File: config.mk
export PLATFORM = sky130hd
export DESIGN_NAME = fp_mul_arbiter
export DESIGN_NICKNAME = d
export VERILOG_FILES = /design/src/rtl/fp_mul_arb_pkg.sv /design/src/rtl/fp_mul_arbiter_rr.sv /design/src/rtl/fp_mul_arbiter.sv
export SDC_FILE = /design/constraint.sdc
export NUM_CORES = 1
export LEC_CHECK = 0
export CAP_MARGIN = 5
export CORE_AREA = 4 4 156 158
export CTS_CLUSTER_SIZE = 30
export DETAILED_ROUTE_END_ITERATION = 6
export DIE_AREA = 0 0 160 162
export REMOVE_ABC_BUFFERS = 1
export SLEW_MARGIN = 5
export SYNTH_ARGS = -nofsm -noshare
export SYNTH_HDL_FRONTEND = slang
export SYNTH_SLANG_ARGS = --single-unit
File: constraint.sdc
create_clock -name clk -period 8.5 [get_ports clk]
set_clock_uncertainty 0.15 [all_clocks]
set_input_delay 2.55 -clock clk [delete_from_list [all_inputs] [get_ports clk]]
set_output_delay 2.55 -clock clk [all_outputs]
set_load 0.01 [all_outputs]
File: src/rtl/fp_mul_arb_pkg.sv
// Shared constants and types for the floating-point multiplier arbiter.
package fp_mul_arb_pkg;

  localparam int unsigned DEFAULT_NUM_REQ = 4;
  localparam int unsigned DEFAULT_MUL_LAT = 2;
  localparam int unsigned DEFAULT_TAG_W   = $clog2(DEFAULT_NUM_REQ);

  typedef logic [DEFAULT_TAG_W-1:0] tag_t;

  typedef struct packed {
    logic valid;
    tag_t tag;
  } stage_t;

endpackage

File: src/rtl/fp_mul_arbiter_rr.sv
// Round-robin grant selection with next-pointer computation.
// Build with FP_ARB_FIXED_PRIO_EN for fixed priority (lowest index wins).
module rr_arbiter #(
  parameter int unsigned NUM_REQ = 4,
  parameter int unsigned PTR_W   = $clog2(NUM_REQ)
) (
  input  logic [NUM_REQ-1:0] req_i,
  input  logic [PTR_W-1:0]   ptr_i,
  input  logic               advance_i,
  output logic [NUM_REQ-1:0] grant_o,
  output logic [PTR_W-1:0]   ptr_next_o
);

`ifndef FP_ARB_FIXED_PRIO_EN
  logic [PTR_W-1:0] grant_idx;

  always_comb begin
    int unsigned idx;
    logic        found;
    grant_o   = '0;
    grant_idx = '0;
    found     = 1'b0;
    for (int i = 0; i < NUM_REQ; i++) begin
      // Search upward from the pointer, wrapping modulo NUM_REQ.
      idx = int'(ptr_i) + i;
      if (idx >= NUM_REQ) idx = idx - NUM_REQ;
      if (!found && req_i[idx]) begin
        found        = 1'b1;
        grant_o[idx] = 1'b1;
        grant_idx    = PTR_W'(idx);
      end
    end
  end

  // Kept apart from grant selection so advance_i (derived from grant_o) forms no loop.
  always_comb begin
    ptr_next_o = ptr_i;
    if (advance_i) begin
      ptr_next_o = (grant_idx == PTR_W'(NUM_REQ - 1)) ? '0 : grant_idx + 1'b1;
    end
  end
`else
  logic unused_advance;
  assign unused_advance = advance_i;

  always_comb begin
    logic found;
    grant_o = '0;
    found   = 1'b0;
    for (int i = 0; i < NUM_REQ; i++) begin
      if (!found && req_i[i]) begin
        found      = 1'b1;
        grant_o[i] = 1'b1;
      end
    end
  end

  assign ptr_next_o = ptr_i;
`endif

endmodule

File: src/rtl/fp_mul_arbiter.sv
// Shares one pipelined FP multiplier among NUM_REQ requesters with tag-routed responses.
// FP_ARB_FIXED_PRIO_EN selects fixed-priority arbitration and drops the pointer register.
module fp_mul_arbiter
  import fp_mul_arb_pkg::*;
#(
  parameter int unsigned N       = 32,
  parameter int unsigned NUM_REQ = DEFAULT_NUM_REQ,
  parameter int unsigned MUL_LAT = DEFAULT_MUL_LAT,
  parameter int unsigned TAG_W   = $clog2(NUM_REQ)
) (
  input  logic                 clk,
  input  logic                 reset,
  input  logic [NUM_REQ-1:0]   req_valid,
  output logic [NUM_REQ-1:0]   req_ready,
  input  logic [NUM_REQ*N-1:0] req_a,
  input  logic [NUM_REQ*N-1:0] req_b,
  output logic [NUM_REQ-1:0]   rsp_valid,
  input  logic [NUM_REQ-1:0]   rsp_ready,
  output logic [N-1:0]         rsp_data,
  output logic                 rsp_overflow,
  output logic                 rsp_exception,
  output logic [N-1:0]         mul_a,
  output logic [N-1:0]         mul_b,
  output logic                 mul_en,
  input  logic [N-1:0]         mul_result,
  input  logic                 mul_overflow,
  input  logic                 mul_exception,
  output logic                 busy
);

  logic [MUL_LAT-1:0] valid_q, valid_d;
  logic [TAG_W-1:0]   tag_q [MUL_LAT];
  logic [TAG_W-1:0]   tag_d [MUL_LAT];
  logic               out_valid;
  logic [TAG_W-1:0]   out_tag;
  logic               stall;
  logic               handshake;
  logic [NUM_REQ-1:0] arb_req;
  logic [NUM_REQ-1:0] grant;
  logic [TAG_W-1:0]   grant_idx;
  logic [TAG_W-1:0]   ptr;
  logic [TAG_W-1:0]   ptr_next;

  assign out_valid = valid_q[MUL_LAT-1];
  assign out_tag   = tag_q[MUL_LAT-1];
  assign stall     = out_valid && !rsp_ready[out_tag];
  assign mul_en    = !stall;

  // No grant while stalled or held in reset.
  assign arb_req   = (mul_en && reset) ? req_valid : '0;
  assign handshake = |grant;
  assign req_ready = grant;

  rr_arbiter #(
    .NUM_REQ (NUM_REQ),
    .PTR_W   (TAG_W)
  ) u_arb (
    .req_i      (arb_req),
    .ptr_i      (ptr),
    .advance_i  (handshake),
    .grant_o    (grant),
    .ptr_next_o (ptr_next)
  );

`ifndef FP_ARB_FIXED_PRIO_EN
  logic [TAG_W-1:0] ptr_q, ptr_d;
  assign ptr_d = ptr_next;
  assign ptr   = ptr_q;

  always_ff @(posedge clk or negedge reset) begin
    if (!reset) ptr_q <= '0;
    else        ptr_q <= ptr_d;
  end
`else
  logic [TAG_W-1:0] unused_ptr_next;
  assign unused_ptr_next = ptr_next;
  assign ptr             = '0;
`endif

  always_comb begin
    grant_idx = '0;
    for (int i = 0; i < NUM_REQ; i++) begin
      if (grant[i]) grant_idx = TAG_W'(i);
    end
  end

  assign mul_a = req_a[int'(grant_idx)*N +: N];
  assign mul_b = req_b[int'(grant_idx)*N +: N];

  // Tag pipeline advances in lockstep with the multiplier enable.
  always_comb begin
    valid_d = valid_q;
    tag_d   = tag_q;
    if (mul_en) begin
      valid_d[0] = handshake;
      tag_d[0]   = grant_idx;
      for (int i = 1; i < MUL_LAT; i++) begin
        valid_d[i] = valid_q[i-1];
        tag_d[i]   = tag_q[i-1];
      end
    end
  end

  always_ff @(posedge clk or negedge reset) begin
    if (!reset) begin
      valid_q <= '0;
      tag_q   <= '{default: '0};
    end else begin
      valid_q <= valid_d;
      tag_q   <= tag_d;
    end
  end

  always_comb begin
    rsp_valid = '0;
    if (out_valid) rsp_valid[out_tag] = 1'b1;
  end

  assign rsp_data      = mul_result;
  assign rsp_overflow  = mul_overflow;
  assign rsp_exception = mul_exception;
  assign busy          = |valid_q;

endmodule

==> flow_summary.toml, run 1 <==
[outcome]
result_of_the_run = "complete, no violations"

[sta]
final_setup_fails = 0
max-slew-margin-rel_pct = 62.22
finalHoldWorstSlack_ps = 315.6
max_slew_violations = 0
fin_crit_ps = 8403
tightestPinTransition_ps = 566.7
grt_setup_unrepaired = "no"
layout_worst_path_cycle_share_pct = 98.86
final_count_of_hold_timing_violations = 0
timing.setup.tns_ps = 0
achievable-frequency_mhz = 119.0

[power]
pwr_density_cell_nw_per_um2 = 286.8
p_int_uw = 1142
clkPwrFrac_pct = 3.6
switching_share_pct = 46.27
peakVddDrop_uv = 165.9
p_leak_uw = 0.002559
switchingPower_uw = 983.5
comb_power_share_pct = 92.6
share_of_power_burned_in_registers_pct = 3.7

[die]
io_pins = 408
fp.dieW_um = 160
floorplan.initialDensity_pct = 16.30
chipHeight_um = 162
floorplan.rows = 56
fp.dieArea_um2 = 25920
coreArea_um2 = 23120

[final_layout]
commonest_cells_after_routing_fill_and_taps_aside = "339 x sky130_fd_sc_hd__clkdlybuf4s50_1, 66 x sky130_fd_sc_hd__and2_1, 64 x sky130_fd_sc_hd__o2bb2ai_1"
post-route-util_pct = 32.05
mostFrequentLayoutCell = "sky130_fd_sc_hd__clkdlybuf4s50_1"
total_number_of_nets_in_the_final_design = 1046
diodes_inserted = 0
drive_gt1_share_pct = 15.90
syn_to_final_growth_pct = 96.65

[grt]
met1_usage_pct = 16.69
grt_pass1_wl_um = 33590
use_met2_pct = 28.81
busiest_layer = "met2"
grt_antenna_before_repair = 0
groute.usage.overall_pct = 17.15
number_of_global_route_vias_before_repair = 4972
gr-usage-met3_pct = 13.52
gr-total-overflow = 0
grt_start_max_net_pins = 37

[worst_setup_path]
worst_ep_arrival_time_ps = 5700
setup.worst_path.start_class = "primary input"
path_cells = "clkdlybuf4s50_1 -> mux4_2 -> a22o_1 -> or3_4 -> buf_12 -> buf_4 -> a221oi_2 -> o2bb2ai_1 -> clkdlybuf4s50_1"
crit_cells = 9
reg2reg_start = "ptr[0]"
worstPathBufferInverterCount = 4
worstSetupStartpoint = "req_valid[3]"
ff_to_ff_path_depth = 10
slowest_stage = "sky130_fd_sc_hd__mux4_2"
setup.worst_path.class = "in -> out"
library_cell_appearing_most_often_on_the_critical_path = "sky130_fd_sc_hd__clkdlybuf4s50_1"
cp_data_required_time_ps = 5800
critical_path.endpoint_type = "output port"
worstSetupEndpoint = "mul_a[20]"
critical_path.reg2reg.endpoint = "tag_q[2]"
regToRegSetupSlack_ps = 4890
critPathTopFamily = "buffers and inverters"
cp_peak_stage_delay_ps = 610
highest_net_fanout_along_the_worst_path = 21

[detailed_routing]
vias_per_cell = 4.758
first_pass_iters = 4
post_detailed_route_count_of_antenna_violating_nets = 0
detailedRoute.firstIterationViolations = 287
drc = 0
routed_wirelength_um = 24160
drt-wirelength-per-cell_um = 23.54
routed-via-count = 4882

[synthesis]
post_synth_instance_area_um2 = 3769
synth-edff-count = 0
avg_cell_area_syn_um2 = 8.469
synth.lib_cells_used.distinct = 45
postSynthCellCount = 445
postSynth.asyncResetShare_pct = 100.0
sequential_share_of_the_synthesized_area_pct = 5.312
synth.yosys.warnings = 0
ys_seq_elements = 8
synth_ff_type = "sky130_fd_sc_hd__dfrtp_1"

[cts]
root_buffer = "sky130_fd_sc_hd__clkbuf_16"
tritoncts_num_sinks = 8
tritoncts = "built"
cts.repair.resized = 0
clock_buffers_created_by_tritoncts = 3
post-cts-setup-buffer-count = 0
clock_path_buffers = 2
clkTransAtPathRegs_ps = 40
hold_buffers = 0
h-tree-depth = 1
clkLatencyLatePin_ps = 230

[place]
place_hpwl_um = 20310
gp_congestion = 0.8663
numPortBuffers = 339

[hold_path]
timing.hold.worst.class = "reg -> reg"

[flow_run]
cap_violations = 0
power groups by stage:
stage	registers, uW	logic, uW	clock network, uW
after floorplan	73.3	952	0
after global placement	79.6	1990	0
after detailed placement	80.3	1990	0
after CTS	79.7	1990	79.8
after global routing	83.1	2100	82.0
final	79.5	1970	77.5
how the worst min path moves through the flow:
stage	endpoint	start	slack [ps]	cells past startpoint
after global routing	tag_q[3]	tag_q[3]	350	1
after CTS	out_tag[1]	tag_q[3]	320	2
after floorplan	out_tag[1]	tag_q[3]	290	2
after detailed placement	out_tag[1]	tag_q[3]	310	2
after global placement	out_tag[1]	tag_q[3]	300	2
final	out_tag[1]	tag_q[3]	320	2
worst min-delay path, delay by kind of cell (launching register included):
family        cells  cell delay (ps)
simple gates      2              100
flops             1              330
state kept, by name, indices dropped and copies added, names as in the netlist:
| name | cells |
|---|---|
| valid_q | 2 |
| tag_q | 2 |
| out_tag | 2 |
| ptr | 2 |
area by class of cell:
cell class	instances	area, um^2
Tap cell	290	362.8
Clock buffer	3	75.07
Multi-Input combinational cell	342	2953
Inverter	8	31.28
Fill cell	2438	15710
Timing Repair Buffer	375	3789
Sequential cell	8	200.2
Yosys cell counts (2+ instances only):
cell type	count	area, um^2
sky130_fd_sc_hd__nor3_1	4	20.02
sky130_fd_sc_hd__a221oi_2	60	900.9
sky130_fd_sc_hd__and2_1	66	412.9
sky130_fd_sc_hd__buf_12	6	120.1
sky130_fd_sc_hd__nand2_1	7	26.28
sky130_fd_sc_hd__buf_4	40	300.3
sky130_fd_sc_hd__nor2_1	6	22.52
sky130_fd_sc_hd__mux4_2	3	67.56
sky130_fd_sc_hd__and3_1	2	12.51
sky130_fd_sc_hd__or3_1	2	12.51
sky130_fd_sc_hd__o21ai_1	7	35.03
sky130_fd_sc_hd__a21oi_1	4	20.02
sky130_fd_sc_hd__nor3b_1	5	37.54
sky130_fd_sc_hd__a211oi_1	2	15.01
sky130_fd_sc_hd__dfrtp_1	8	200.2
sky130_fd_sc_hd__inv_1	7	26.28
sky130_fd_sc_hd__a22o_1	5	43.79
sky130_fd_sc_hd__buf_2	26	130.1
sky130_fd_sc_hd__nand2b_1	3	18.77
sky130_fd_sc_hd__buf_6	3	33.78
sky130_fd_sc_hd__or2_2	2	12.51
sky130_fd_sc_hd__nor2b_1	4	25.02
sky130_fd_sc_hd__mux2i_1	4	40.04
sky130_fd_sc_hd__o2bb2ai_1	64	560.5
sky130_fd_sc_hd__a221oi_1	4	35.03
sky130_fd_sc_hd__o31ai_2	2	25.02
sky130_fd_sc_hd__o21ai_0	61	305.3
sky130_fd_sc_hd__a21o_1	2	15.01
sky130_fd_sc_hd__ha_1	8	100.1
sky130_fd_sc_hd__and3b_1	2	17.52
sky130_fd_sc_hd__clkbuf_1	12	45.04
per-stage QoR:
stage | area [um^2] | std cells | setup slack (ps) | total power [uW]
4_1_cts | 7411 | 1026 | 139.5 | 2151
5_1_grt | 7411 | 1026 | 18.95 | 2268
2_1_floorplan | 3139 | 358 | -2530 | 1025
3_3_place_gp | 7336 | 1023 | 159.1 | 2065
6_report | 7411 | 1026 | 96.65 | 2125
3_5_place_dp | 7336 | 1023 | 136.2 | 2065
cells by family after synthesis:
family                   count (synthesis)  synth area share [%]
AND/OR/NAND/NOR                        108                 17.90
AO/OA/AOI/OAI                          218                 53.49
flip-flops                               8                 5.312
adder cells (fa/ha/maj)                  8                 2.656
multiplexers                             8                 3.154
buffers and inverters                   95                 17.50
routing by layer:
| metal | wire length [um] | vias up |
|---|---|---|
| met1 | 8088 | 2264 |
| met5 | 140 | - |
| li1 | - | 2302 |
| met4 | 450 | 2 |
| met2 | 11300 | 291 |
| met3 | 4181 | 23 |
Note: power is estimated with default switching activity, not from simulation.
==> run 2: changes to the inputs <==
- CORE_AREA: 4 4 156 158 -> 3 3 160 162
- DIE_AREA: 0 0 160 162 -> 0 0 163 165
==> run 2 against run 1 <==
Effect of this change:
- routed wire length increased by 0.55%
- final cell count increased by 3.8%
- critical path depth increased by 2
- largest cell class unchanged
- maximum frequency increased by 1.9%
- via count decreased by 0.43%
- global-route usage decreased by 0.41 points
- first-iteration DRC count decreased by 23%
- core utilization decreased by 0.86 points
- non-clock buffer count increased by 5
==> flow_summary.toml, run 2 (synthesis gave the netlist of run 1 again) <==
[worst_setup_path]
reg2reg_start = "ptr[0]"
highest_net_fanout_along_the_worst_path = 31
regToRegSetupSlack_ps = 4800
setup.worst_path.start_class = "primary input"
setup.worst_path.class = "in -> out"
worst_ep_arrival_time_ps = 5550
cp_data_required_time_ps = 5800
ff_to_ff_path_depth = 10
critical_path.endpoint_type = "output port"
critical_path.reg2reg.endpoint = "tag_q[2]"

[sta]
max-slew-margin-rel_pct = 64.16
tightestPinTransition_ps = 537.6
final_count_of_hold_timing_violations = 0
finalHoldWorstSlack_ps = 320.7
layout_worst_path_cycle_share_pct = 97.02
achievable-frequency_mhz = 121.3
final_setup_fails = 0
max_slew_violations = 0
grt_setup_unrepaired = "no"
fin_crit_ps = 8247

[grt]
grt_start_max_net_pins = 34
groute.usage.overall_pct = 16.73
grt_pass1_wl_um = 33640
grt_antenna_before_repair = 1
gr-total-overflow = 0
number_of_global_route_vias_before_repair = 5095

[final_layout]
mostFrequentLayoutCell = "sky130_fd_sc_hd__clkdlybuf4s50_1"
fillCellCount = 2547
final_cell_count_no_fill = 1065
commonest_cells_after_routing_fill_and_taps_aside = "330 x sky130_fd_sc_hd__clkdlybuf4s50_1, 66 x sky130_fd_sc_hd__and2_1, 64 x sky130_fd_sc_hd__o2bb2ai_1"
post-route-util_pct = 31.19
drive_gt1_share_pct = 16.87
diodes_inserted = 0
syn_to_final_growth_pct = 100.7
total_number_of_nets_in_the_final_design = 1051

[die]
io_pins = 408
fp.dieW_um = 163
floorplan.rows = 57
coreArea_um2 = 24250
fp.dieArea_um2 = 26900
chipHeight_um = 165
floorplan.initialDensity_pct = 15.54

[cts]
post-cts-setup-buffer-count = 0
clkTransAtPathRegs_ps = 40
clkLatencyLatePin_ps = 230
root_buffer = "sky130_fd_sc_hd__clkbuf_16"
tritoncts_num_sinks = 8
clock_path_buffers = 2
clock_buffers_created_by_tritoncts = 3
h-tree-depth = 1
tritoncts = "built"

[place]
gp_congestion = 0.8303
numPortBuffers = 339
dp_cells = 1062
place_hpwl_um = 20360

[detailed_routing]
post_detailed_route_count_of_antenna_violating_nets = 0
routed-via-count = 4861
detailedRoute.firstIterationViolations = 220
vias_per_cell = 4.564
drt-wirelength-per-cell_um = 22.81
routed_wirelength_um = 24290
drc = 0
first_pass_iters = 4

[hold_path]
worstHoldEndpoint = "out_tag[1]"
timing.hold.worst.class = "reg -> reg"
whs_path_depth = 2
hold_path.startpoint = "tag_q[3]"

[power]
pwr_density_cell_nw_per_um2 = 283.0
p_leak_uw = 0.002697
report.power.total_uw = 2141
peakVddDrop_uv = 147.0

[outcome]
result_of_the_run = "complete, no violations"

[flow_run]
cap_violations = 0
[run 2: changes by cell type in the layout (fill, tap and decap cells not counted), moves of 2 or more]
cell / before / now
sky130_fd_sc_hd__a221oi_1: 4 / 2
sky130_fd_sc_hd__a221oi_2: 60 / 62
sky130_fd_sc_hd__buf_12: 10 / 12
sky130_fd_sc_hd__buf_4: 26 / 29
sky130_fd_sc_hd__clkdlybuf4s50_1: 339 / 330
sky130_fd_sc_hd__dlymetal6s2s_1: 0 / 9
[run 2: repair_timing]
item                       CTS  global route
hold buffers                 0             0
gates resized for setup      0            13
setup endpoints to repair    0            55
[run 2: how the worst max path moves through the flow]
stage,cells past startpoint,to,slack [ps],from
detailed placement,11,mul_b[24],100,req_valid[3]
global placement,8,mul_b[24],80,req_valid[3]
global route,11,mul_a[18],20,req_valid[3]
floorplan,6,mul_a[18],-2530,req_valid[2]
CTS,11,mul_b[24],80,req_valid[3]
finish,11,mul_b[24],250,req_valid[3]
[run 2: report_power, final]
part / switching [uW] / total (uW) / internal (uW) / leakage [uW]
sequential: 25.1 / 79.6 / 54.5 / 0.000103
combinational: 957 / 1980 / 1020 / 0.00256
clock: 18.6 / 79.3 / 60.7 / 0.0000370
total: 1000 / 2140 / 1140 / 0.00270
[run 2: cell type report]
type / count / area [um^2] / area share [%]
clock buffer: 3 / 75.07 / 0.9926
inverter: 8 / 32.53 / 0.4301
multi-input combinational: 342 / 2977 / 39.35
sequential: 8 / 200.2 / 2.647
tap: 324 / 405.4 / 5.360
timing repair buffer: 380 / 3874 / 51.22
[run 2: critical path, cell delays in order]
cell	delay [ps]
sky130_fd_sc_hd__clkdlybuf4s50_1	550
sky130_fd_sc_hd__buf_4	160
sky130_fd_sc_hd__and3b_1	170
sky130_fd_sc_hd__o21ai_0	150
sky130_fd_sc_hd__buf_4	160
sky130_fd_sc_hd__a21boi_1	120
sky130_fd_sc_hd__or3_4	510
sky130_fd_sc_hd__buf_12	230
sky130_fd_sc_hd__a221oi_2	310
sky130_fd_sc_hd__o2bb2ai_1	120
sky130_fd_sc_hd__clkdlybuf4s50_1	490
[run 2: metrics by stage]
step	setup slack [ps]	cell area, um^2	TNS [ps]
after CTS	83.04	7517	0
final	253.1	7564	0
after detailed placement	95.99	7442	0
after global routing	18.21	7564	0
after floorplan	-2530	3139	-163040
after global placement	80.08	7442	0
[run 2: routing by layer]
metal	global-route usage (%)	vias to the layer above	share of wire, %
met5	3.598	-	0.56
met2	28.82	246	48
met4	2.268	4	1.3
met3	8.327	22	12
met1	18.88	2273	38
li1	-	2316	-
